==> config.mk <==
export PLATFORM = sky130hd
export DESIGN_NAME = uart_tx_serializer_flat
export DESIGN_NICKNAME = d
export VERILOG_FILES = /design/src/rtl/uart_tx_serializer_if.sv /design/src/rtl/uart_tx_serializer.sv /design/src/flat_wrapper.sv
export SDC_FILE = /design/constraint.sdc
export NUM_CORES = 1
export LEC_CHECK = 0
export ABC_AREA = 1
export CORE_MARGIN = 4
export CORE_UTILIZATION = 45
export DETAILED_ROUTE_END_ITERATION = 6
export PLACE_DENSITY = 0.75
export SYNTH_ARGS = -nofsm -noshare
export SYNTH_HDL_FRONTEND = slang
export SYNTH_SLANG_ARGS = --single-unit
==> constraint.sdc <==
create_clock -name clk_cpu -period 3.3 [get_ports clk_cpu]
set_clock_uncertainty 0.1 [all_clocks]
set_input_delay 0.66 -clock clk_cpu [delete_from_list [all_inputs] [get_ports clk_cpu]]
set_output_delay 0.66 -clock clk_cpu [all_outputs]
set_load 0.02 [all_outputs]
==> src/rtl/uart_tx_serializer_if.sv <==
// Write-side and serial-line bundle for uart_tx_serializer.
// When UART_TX_BREAK_EN is defined the bundle also carries i_break.
interface uart_tx_serializer_if;
   logic       i_tx_write_en;
   logic [7:0] i_tx_data;
   logic       o_tx_full;
   logic       o_tx_empty;
   logic       o_TX;
`ifdef UART_TX_BREAK_EN
   logic       i_break;

   modport master (output i_tx_write_en, output i_tx_data, output i_break,
                   input o_tx_full, input o_tx_empty, input o_TX);
   modport slave  (input i_tx_write_en, input i_tx_data, input i_break,
                   output o_tx_full, output o_tx_empty, output o_TX);
`else
   modport master (output i_tx_write_en, output i_tx_data,
                   input o_tx_full, input o_tx_empty, input o_TX);
   modport slave  (input i_tx_write_en, input i_tx_data,
                   output o_tx_full, output o_tx_empty, output o_TX);
`endif
endinterface

==> src/rtl/uart_tx_serializer.sv <==
// UART transmit serializer: holding register + shift register, start/data/parity/stop framing.
// Optional line-break control is compiled in with the UART_TX_BREAK_EN macro.
module uart_tx_serializer #(
   parameter int CLK_FREQ_HZ = 10000000,
   parameter int BAUDRATE    = 38400,
   parameter int DATA_BITS   = 8,
   parameter int USE_PARITY  = 0,
   parameter int ODD_PARITY  = 0
) (
   input  logic                 clk_cpu,
   input  logic                 rst_cpu,
   uart_tx_serializer_if.slave  bus
);
   localparam int BAUD_DIV = CLK_FREQ_HZ / BAUDRATE;
   localparam int CNT_W    = (BAUD_DIV > 2) ? $clog2(BAUD_DIV) : 1;

   generate
      if (BAUD_DIV < 2) begin : g_baud_chk
         $error("uart_tx_serializer: CLK_FREQ_HZ/BAUDRATE must be at least 2");
      end
      if ((DATA_BITS < 5) || (DATA_BITS > 8)) begin : g_bits_chk
         $error("uart_tx_serializer: DATA_BITS must be 5..8");
      end
   endgenerate

   typedef enum logic [2:0] {
      ST_IDLE   = 3'd0,
      ST_START  = 3'd1,
      ST_DATA   = 3'd2,
      ST_PARITY = 3'd3,
      ST_STOP   = 3'd4,
      ST_BREAK  = 3'd5,
      ST_MARK   = 3'd6
   } state_t;

   state_t               state_r,      state_nxt_s;
   logic [CNT_W-1:0]     cnt_r,        cnt_nxt_s;
   logic [2:0]           idx_r,        idx_nxt_s;
   logic [DATA_BITS-1:0] shift_r,      shift_nxt_s;
   logic [DATA_BITS-1:0] hold_r,       hold_nxt_s;
   logic                 hold_valid_r, hold_valid_nxt_s;
   logic                 par_r,        par_nxt_s;
   logic                 tx_r,         tx_nxt_s;
   logic                 full_r;
   logic                 empty_r;
   logic                 bit_end_s;
   logic                 load_s;
   logic                 brk_s;

   function automatic logic parity_f(input logic [DATA_BITS-1:0] data);
      parity_f = (^data) ^ (ODD_PARITY != 0);
   endfunction

`ifdef UART_TX_BREAK_EN
   assign brk_s = bus.i_break;
`else
   assign brk_s = 1'b0;
`endif

   // Next-state, datapath and line-level computation for the framing FSM
   always_comb begin
      state_nxt_s      = state_r;
      cnt_nxt_s        = cnt_r;
      idx_nxt_s        = idx_r;
      shift_nxt_s      = shift_r;
      hold_nxt_s       = hold_r;
      hold_valid_nxt_s = hold_valid_r;
      par_nxt_s        = par_r;
      tx_nxt_s         = 1'b1;
      load_s           = 1'b0;
      bit_end_s        = (cnt_r == CNT_W'(BAUD_DIV - 1));

      if (bus.i_tx_write_en && !hold_valid_r) begin
         hold_nxt_s       = bus.i_tx_data[DATA_BITS-1:0];
         hold_valid_nxt_s = 1'b1;
      end else begin
         hold_nxt_s       = hold_r;
      end

      case (state_r)
         ST_IDLE: begin
            cnt_nxt_s = '0;
            if (brk_s) begin
               state_nxt_s = ST_BREAK;
            end else if (hold_valid_r) begin
               load_s = 1'b1;
            end else begin
               state_nxt_s = ST_IDLE;
            end
         end
         ST_START: begin
            cnt_nxt_s = bit_end_s ? '0 : cnt_r + CNT_W'(1);
            if (bit_end_s) begin
               state_nxt_s = ST_DATA;
               idx_nxt_s   = 3'd0;
            end else begin
               state_nxt_s = ST_START;
            end
         end
         ST_DATA: begin
            cnt_nxt_s = bit_end_s ? '0 : cnt_r + CNT_W'(1);
            if (bit_end_s && (idx_r == 3'(DATA_BITS - 1))) begin
               state_nxt_s = (USE_PARITY != 0) ? ST_PARITY : ST_STOP;
            end else if (bit_end_s) begin
               idx_nxt_s   = idx_r + 3'd1;
               shift_nxt_s = shift_r >> 1;
            end else begin
               state_nxt_s = ST_DATA;
            end
         end
         ST_PARITY: begin
            cnt_nxt_s = bit_end_s ? '0 : cnt_r + CNT_W'(1);
            if (bit_end_s) begin
               state_nxt_s = ST_STOP;
            end else begin
               state_nxt_s = ST_PARITY;
            end
         end
         ST_STOP: begin
            cnt_nxt_s = bit_end_s ? '0 : cnt_r + CNT_W'(1);
            if (bit_end_s && brk_s) begin
               state_nxt_s = ST_BREAK;
            end else if (bit_end_s && hold_valid_r) begin
               load_s = 1'b1;
            end else if (bit_end_s) begin
               state_nxt_s = ST_IDLE;
            end else begin
               state_nxt_s = ST_STOP;
            end
         end
         ST_BREAK: begin
            cnt_nxt_s = '0;
            if (brk_s) begin
               state_nxt_s = ST_BREAK;
            end else begin
               state_nxt_s = ST_MARK;
            end
         end
         ST_MARK: begin
            // Guaranteed one full bit of mark after a break before any frame
            cnt_nxt_s = bit_end_s ? '0 : cnt_r + CNT_W'(1);
            if (brk_s) begin
               state_nxt_s = ST_BREAK;
               cnt_nxt_s   = '0;
            end else if (bit_end_s && hold_valid_r) begin
               load_s = 1'b1;
            end else if (bit_end_s) begin
               state_nxt_s = ST_IDLE;
            end else begin
               state_nxt_s = ST_MARK;
            end
         end
         default: begin
            state_nxt_s = ST_IDLE;
            cnt_nxt_s   = '0;
         end
      endcase

      if (load_s) begin
         state_nxt_s      = ST_START;
         cnt_nxt_s        = '0;
         idx_nxt_s        = 3'd0;
         shift_nxt_s      = hold_r;
         par_nxt_s        = parity_f(hold_r);
         hold_valid_nxt_s = 1'b0;
      end else begin
         par_nxt_s        = par_r;
      end

      case (state_nxt_s)
         ST_START:  tx_nxt_s = 1'b0;
         ST_BREAK:  tx_nxt_s = 1'b0;
         ST_DATA:   tx_nxt_s = shift_nxt_s[0];
         ST_PARITY: tx_nxt_s = par_nxt_s;
         default:   tx_nxt_s = 1'b1;
      endcase
   end

   // State, datapath and registered outputs with synchronous reset
   always_ff @(posedge clk_cpu) begin
      if (rst_cpu) begin
         state_r      <= ST_IDLE;
         cnt_r        <= '0;
         idx_r        <= 3'd0;
         shift_r      <= '0;
         hold_r       <= '0;
         hold_valid_r <= 1'b0;
         par_r        <= 1'b0;
         tx_r         <= 1'b1;
         full_r       <= 1'b0;
         empty_r      <= 1'b1;
      end else begin
         state_r      <= state_nxt_s;
         cnt_r        <= cnt_nxt_s;
         idx_r        <= idx_nxt_s;
         shift_r      <= shift_nxt_s;
         hold_r       <= hold_nxt_s;
         hold_valid_r <= hold_valid_nxt_s;
         par_r        <= par_nxt_s;
         tx_r         <= tx_nxt_s;
         full_r       <= hold_valid_nxt_s;
         empty_r      <= !hold_valid_nxt_s && (state_nxt_s == ST_IDLE);
      end
   end

   assign bus.o_TX       = tx_r;
   assign bus.o_tx_full  = full_r;
   assign bus.o_tx_empty = empty_r;

endmodule
==> src/flat_wrapper.sv <==
// flat-port wrapper written by rule: the top's interface ports become plain ports
module uart_tx_serializer_flat 
#(
   parameter int CLK_FREQ_HZ = 10000000,
   parameter int BAUDRATE    = 38400,
   parameter int DATA_BITS   = 8,
   parameter int USE_PARITY  = 0,
   parameter int ODD_PARITY  = 0
)
  (clk_cpu, rst_cpu, bus_i_tx_write_en, bus_i_tx_data, bus_o_tx_full, bus_o_tx_empty, bus_o_TX);
  uart_tx_serializer_if bus_i ();
  input  logic clk_cpu;
  input  logic rst_cpu;
  input wire logic [$bits(bus_i.i_tx_write_en)-1:0] bus_i_tx_write_en;
  input wire logic [$bits(bus_i.i_tx_data)-1:0] bus_i_tx_data;
  output wire logic [$bits(bus_i.o_tx_full)-1:0] bus_o_tx_full;
  output wire logic [$bits(bus_i.o_tx_empty)-1:0] bus_o_tx_empty;
  output wire logic [$bits(bus_i.o_TX)-1:0] bus_o_TX;
  assign bus_i.i_tx_write_en = bus_i_tx_write_en;
  assign bus_i.i_tx_data = bus_i_tx_data;
  assign bus_o_tx_full = bus_i.o_tx_full;
  assign bus_o_tx_empty = bus_i.o_tx_empty;
  assign bus_o_TX = bus_i.o_TX;
  uart_tx_serializer #(.CLK_FREQ_HZ(CLK_FREQ_HZ), .BAUDRATE(BAUDRATE), .DATA_BITS(DATA_BITS), .USE_PARITY(USE_PARITY), .ODD_PARITY(ODD_PARITY)) u_core (.clk_cpu(clk_cpu), .rst_cpu(rst_cpu), .bus(bus_i));
endmodule
After elaboration in Yosys (flattened, before gate mapping)
Cells that the tools add are included.
- $add $sub $neg: 2
- mux-type cells: 26
- equal/unequal tests: 16
- bitwise gates (word level): 1
- reductions and logical operators: 19
- operator list (operator ; number):
    $mux 3 ; 12
    $mux 8 ; 4
    $pmux 3 s7 ; 1
    $eq 3x3->1 const B ; 5
    $eq 3x2->1 const B ; 4
    $add 9x1->9 const B ; 1
    $eq 9x9->1 const B ; 1
    $reduce_xor 8->1 ; 1
    $eq 3x1->1 const B ; 2
    $logic_not 3->1 ; 2
    $ne 2x1->1 const B ; 3
    $pmux 3 s2 ; 1
    $reduce_bool 2->1 ; 3
    $reduce_or 2->1 ; 3
    $mux 1 ; 5
    $reduce_or 5->1 ; 1
    $logic_and 1x1->1 ; 4
    $reduce_and 4->1 ; 1
    $reduce_or 4->1 ; 1
    $add 3x1->3 const B ; 1
    $pmux 1 s3 ; 1
    $reduce_and 3->1 ; 1
    $logic_not 1->1 ; 2
    $mux 2 ; 1
    other kinds (3) ; 3
- register bits: 35
- word-level logic and storage cells: 74
- output and inout port bits: 3

Longest topological paths before layout
- word-level depth: 8
- gate-level depth with buffers: 13

Worst setup path before layout
OpenSTA, ideal clock, no wires.
- kind: input to register
- start point: input rst_cpu
- end point: register u_core.cnt_r[7]
- stages on the path: 5
- path slack: 1.698 ns
- setup time: 0.120 ns
- required time: 3.080 ns
- arrival: 1.382 ns
- cell sequence: clkbuf_1 -> inv_1 -> nand3_2 -> o21bai_1 -> a21oi_1
- cells in the longest elaborated chain, start to end: 1
- ends and longest elaborated chain (what ; RTL line ; source):
    start: declaration ; flat_wrapper.sv:13 ; input logic rst_cpu;
    $reduce_or 4->1 (no line) ; n/a ;
    end signal: assignment ; uart_tx_serializer.sv:194 ; cnt_r <= cnt_nxt_s;
    end: declaration ; uart_tx_serializer.sv:37 ; logic [CNT_W-1:0] cnt_r, cnt_nxt_s;
No other way between the ends.
A chain may end at the register's enable or synchronous reset.

==> metrics.yaml <==
placed_design:
  dpl_worst_slack_ns: 0.855
  gp_congestion: 0.838
  port-buffer-count: 13
  hpwl_mm: 2.64
  placed_cells: 324
  placed_cell_area_um2: 2000
sta:
  period_minus_slack_ns: 2.15
  finalSetupViolations: 0
  setup_ws_ns: 1.15
  grt_setup_unrepaired: "false"
  fmax_ghz: 0.465
  maxSlewViolCount: 0
  hold_viol_final: 0
  whs_ns: 0.349
  tightest_slew_ns: 0.423
  fin_tns_setup_ns: 0
  maxSlewHeadroom_pct: 71.8
  period_share_pct: 65.1
drt:
  wl_per_cell_um: 10.4
  finalWirelength_mm: 3.45
  drtIter0Drc: 80
  postRouteAntennaNets: 0
  first_pass_iters: 5
  vias: 1626
  drc: 0
  routed_via_density: 4.90
cts:
  worstSkewPairLatency_ns: 0.28
  cts_tree: "built"
  cts_hold_buf: 0
  cts-root-buf: "clkbuf_8"
  cts_setup_buffers: 0
  clkTransAtPathRegs_ns: 0.07
  cts_buffers: 5
  clkSinkCount: 35
  ctsResizeCount: 0
  h-tree-depth: 2
  cts_buffer_depth: 2
global_route:
  grt.total_usage_pct: 14.3
  grt_pass1_wl_mm: 5.97
  grt_overflow: 0
  grt_pass1_vias: 1472
  antenna_found_initial: 0
  grt_start_max_net_pins: 16
flow_run:
  maxCapViolCount: 0
synthesis:
  synth-simple-area-share_pct: 35.8
  synth_top_area_share_pct: 38.3
  syn_area_um2: 1830
  synth_area_leader_cell: "dfxtp_1"
  yosysWarnings: 0
  ys_seq_area_share_pct: 38.3
  syn_nets: 281
  syn_inst: 267
  synth_top_family_by_area: "simple AND/OR/NAND/NOR gates"
  syn_area_per_cell_um2: 6.86
  synth-seq-cells: 35
  synth_top_cells_by_area: "dfxtp_1 (38%), nand2_1 (17%), inv_1 (6.6%)"
  synthXorXnorAreaFrac_pct: 2.39
  synth-compound-area-share_pct: 13.1
  synthMuxAreaShare_pct: 0
  synth-adder-area-share_pct: 2.05
  synth_cell_types: 30
floorplanning:
  fp-row-count: 22
  fp.dieW_um: 71.8
  fp.dieH_um: 71.8
  start_util_pct: 48.2
  boundaryPins: 14
  core_region_area_um2: 3800
  dieArea_um2: 5150
critical_path:
  crit_required_ns: 2.54
  cp-end-kind: "primary output"
  cp_max_fo: 5
  cpLargestDelayFamily: "buffers and inverters"
  crit_slowest_cell: "clkdlybuf4s50_1"
  worstSetupPathType: "reg -> out"
  timing.rr.start: "u_core.cnt_r[0]"
  r2r_slack_ns: 1.48
  startpoint_type: "flip-flop"
  crit_buf_inv: 1
  path_cells: "clkdlybuf4s50_1"
  slowest_delay_ns: 0.65
  cp-startpoint: "u_core.hold_valid_r"
  cp.arrival_ns: 1.39
  rr_endpoint: "u_core.bus.o_TX"
  worstRegToRegCells: 12
power:
  vdd_drop_max_uv: 290
  leakage_nw: 0.935
  pwr-share-clk_pct: 32.2
  p_int_w: 0.000658
  p_comb_share_pct: 17.1
  p_sw_w: 0.000260
  p_sw_share_pct: 28.3
  p_per_area_nw_per_um2: 441
  p_seq_share_pct: 50.7
cells_and_area:
  fin_area_um2: 2080
  nets: 297
  diodes: 0
  drive_above_1_share_pct: 8.10
  nFillCells: 384
  area_delta_synth_final_pct: 13.6
  stdcell_count: 332
worst_hold_path:
  worstHoldPathType: "reg -> reg"
  min_to: "u_core.cnt_r[0]"
  min_from: "u_core.cnt_r[0]"
  min_path_cells: 1
run_status:
  outcome: "finished, final reports clean"
state kept, by name, summed over array words and instances, names as in the netlist:
register	cells
u_core.shift_r	8
u_core.cnt_r	9
u_core.state_r	3
u_core.bus.o_TX	1
u_core.hold_valid_r	1
u_core.idx_r	3
u_core.hold_r	8
u_core.bus.o_tx_empty	1
u_core.par_r	1
cell families after synthesis:
logic type	count (synthesis)
DFF	35
xor gates and xnor gates	5
and+or+nand+nor	142
adders and majority gates	3
AOI/OAI and AO/OA	43
buffers and inverters	39
worst max-delay path by stage:
| stage | to | slack (ns) | cells after the start |
|---|---|---|---|
| 6_report | bus_o_tx_full | 1.15 | 1 |
| 5_1_grt | u_core.cnt_r[7] | 1.03 | 5 |
| 4_1_cts | u_core.cnt_r[7] | 1.15 | 5 |
| 3_5_place_dp | u_core.cnt_r[7] | 0.86 | 5 |
| 3_3_place_gp | u_core.cnt_r[7] | 0.92 | 5 |
| 2_1_floorplan | u_core.cnt_r[7] | 1.70 | 5 |
metal layers:
layer | part of all wire [%] | GRT usage, %
met1 | 46 | 17.9
met3 | 4.4 | 3.37
met4 | 1.7 | 5.01
met2 | 48 | 24.0
met5 | 0 | 0
power groups by stage:
stage	combinational, W	clock (W)	sequential [W]
5_1_grt	0.000179	0.000314	0.000469
6_report	0.000157	0.000296	0.000465
2_1_floorplan	0.000111	0	0.000476
3_3_place_gp	0.000152	0	0.000474
4_1_cts	0.000157	0.000300	0.000465
3_5_place_dp	0.000156	0	0.000474
through the flow:
| stage | utilization (%) | power (W) |
|---|---|---|
| final | 54.7 | 0.000918 |
| after global routing | 54.7 | 0.000962 |
| after CTS | 54.7 | 0.000922 |
| after detailed placement | 52.6 | 0.000631 |
| after global placement | 52.6 | 0.000626 |
| after floorplan | - | 0.000588 |
placed cells by master (no fill, tap or decap), types with 4 or more instances in the layout:
| cell | Yosys | final |
|---|---|---|
| clkbuf_8 | 0 | 5 |
| nand3_1 | 12 | 12 |
| clkdlybuf4s50_1 | 0 | 13 |
| o21ai_0 | 16 | 16 |
| a31oi_1 | 4 | 4 |
| inv_1 | 32 | 32 |
| dfxtp_1 | 35 | 35 |
| o21ai_1 | 4 | 4 |
| nor2_1 | 31 | 31 |
| nand2_1 | 82 | 82 |
| a21oi_1 | 15 | 15 |
area by class of cell:
| type | instances | area [µm²] | area share (%) |
|---|---|---|---|
| inverter | 35 | 131 | 6.32 |
| multi-input combinational | 193 | 976 | 46.9 |
| clock buffer | 7 | 76.3 | 3.67 |
| tap | 48 | 60.1 | 2.89 |
| clock inverter | 1 | 5.00 | 0.241 |
| timing repair buffer | 13 | 130 | 6.26 |
| sequential | 35 | 701 | 33.7 |
cells in the mapped netlist:
cell and instances:
a2111oi_2 1, a21oi_1 15, a31oi_1 4, a41oi_1 1, and3_1 1, buf_6 1
clkbuf_1 3, dfxtp_1 35, ha_1 3, inv_1 32, inv_2 3, nand2_1 82
nand2_2 3, nand2_4 1, nand3_1 12, nand3_2 2, nand3b_1 1, nand4_1 1
nor2_1 31, nor2_2 1, nor2_4 1, nor2_8 3, nor3_2 1, nor3b_1 1
o21ai_0 16, o21ai_1 4, o21bai_1 2, or2_2 1, xnor2_1 2, xor2_1 3
(Power assumes the default switching activity.)
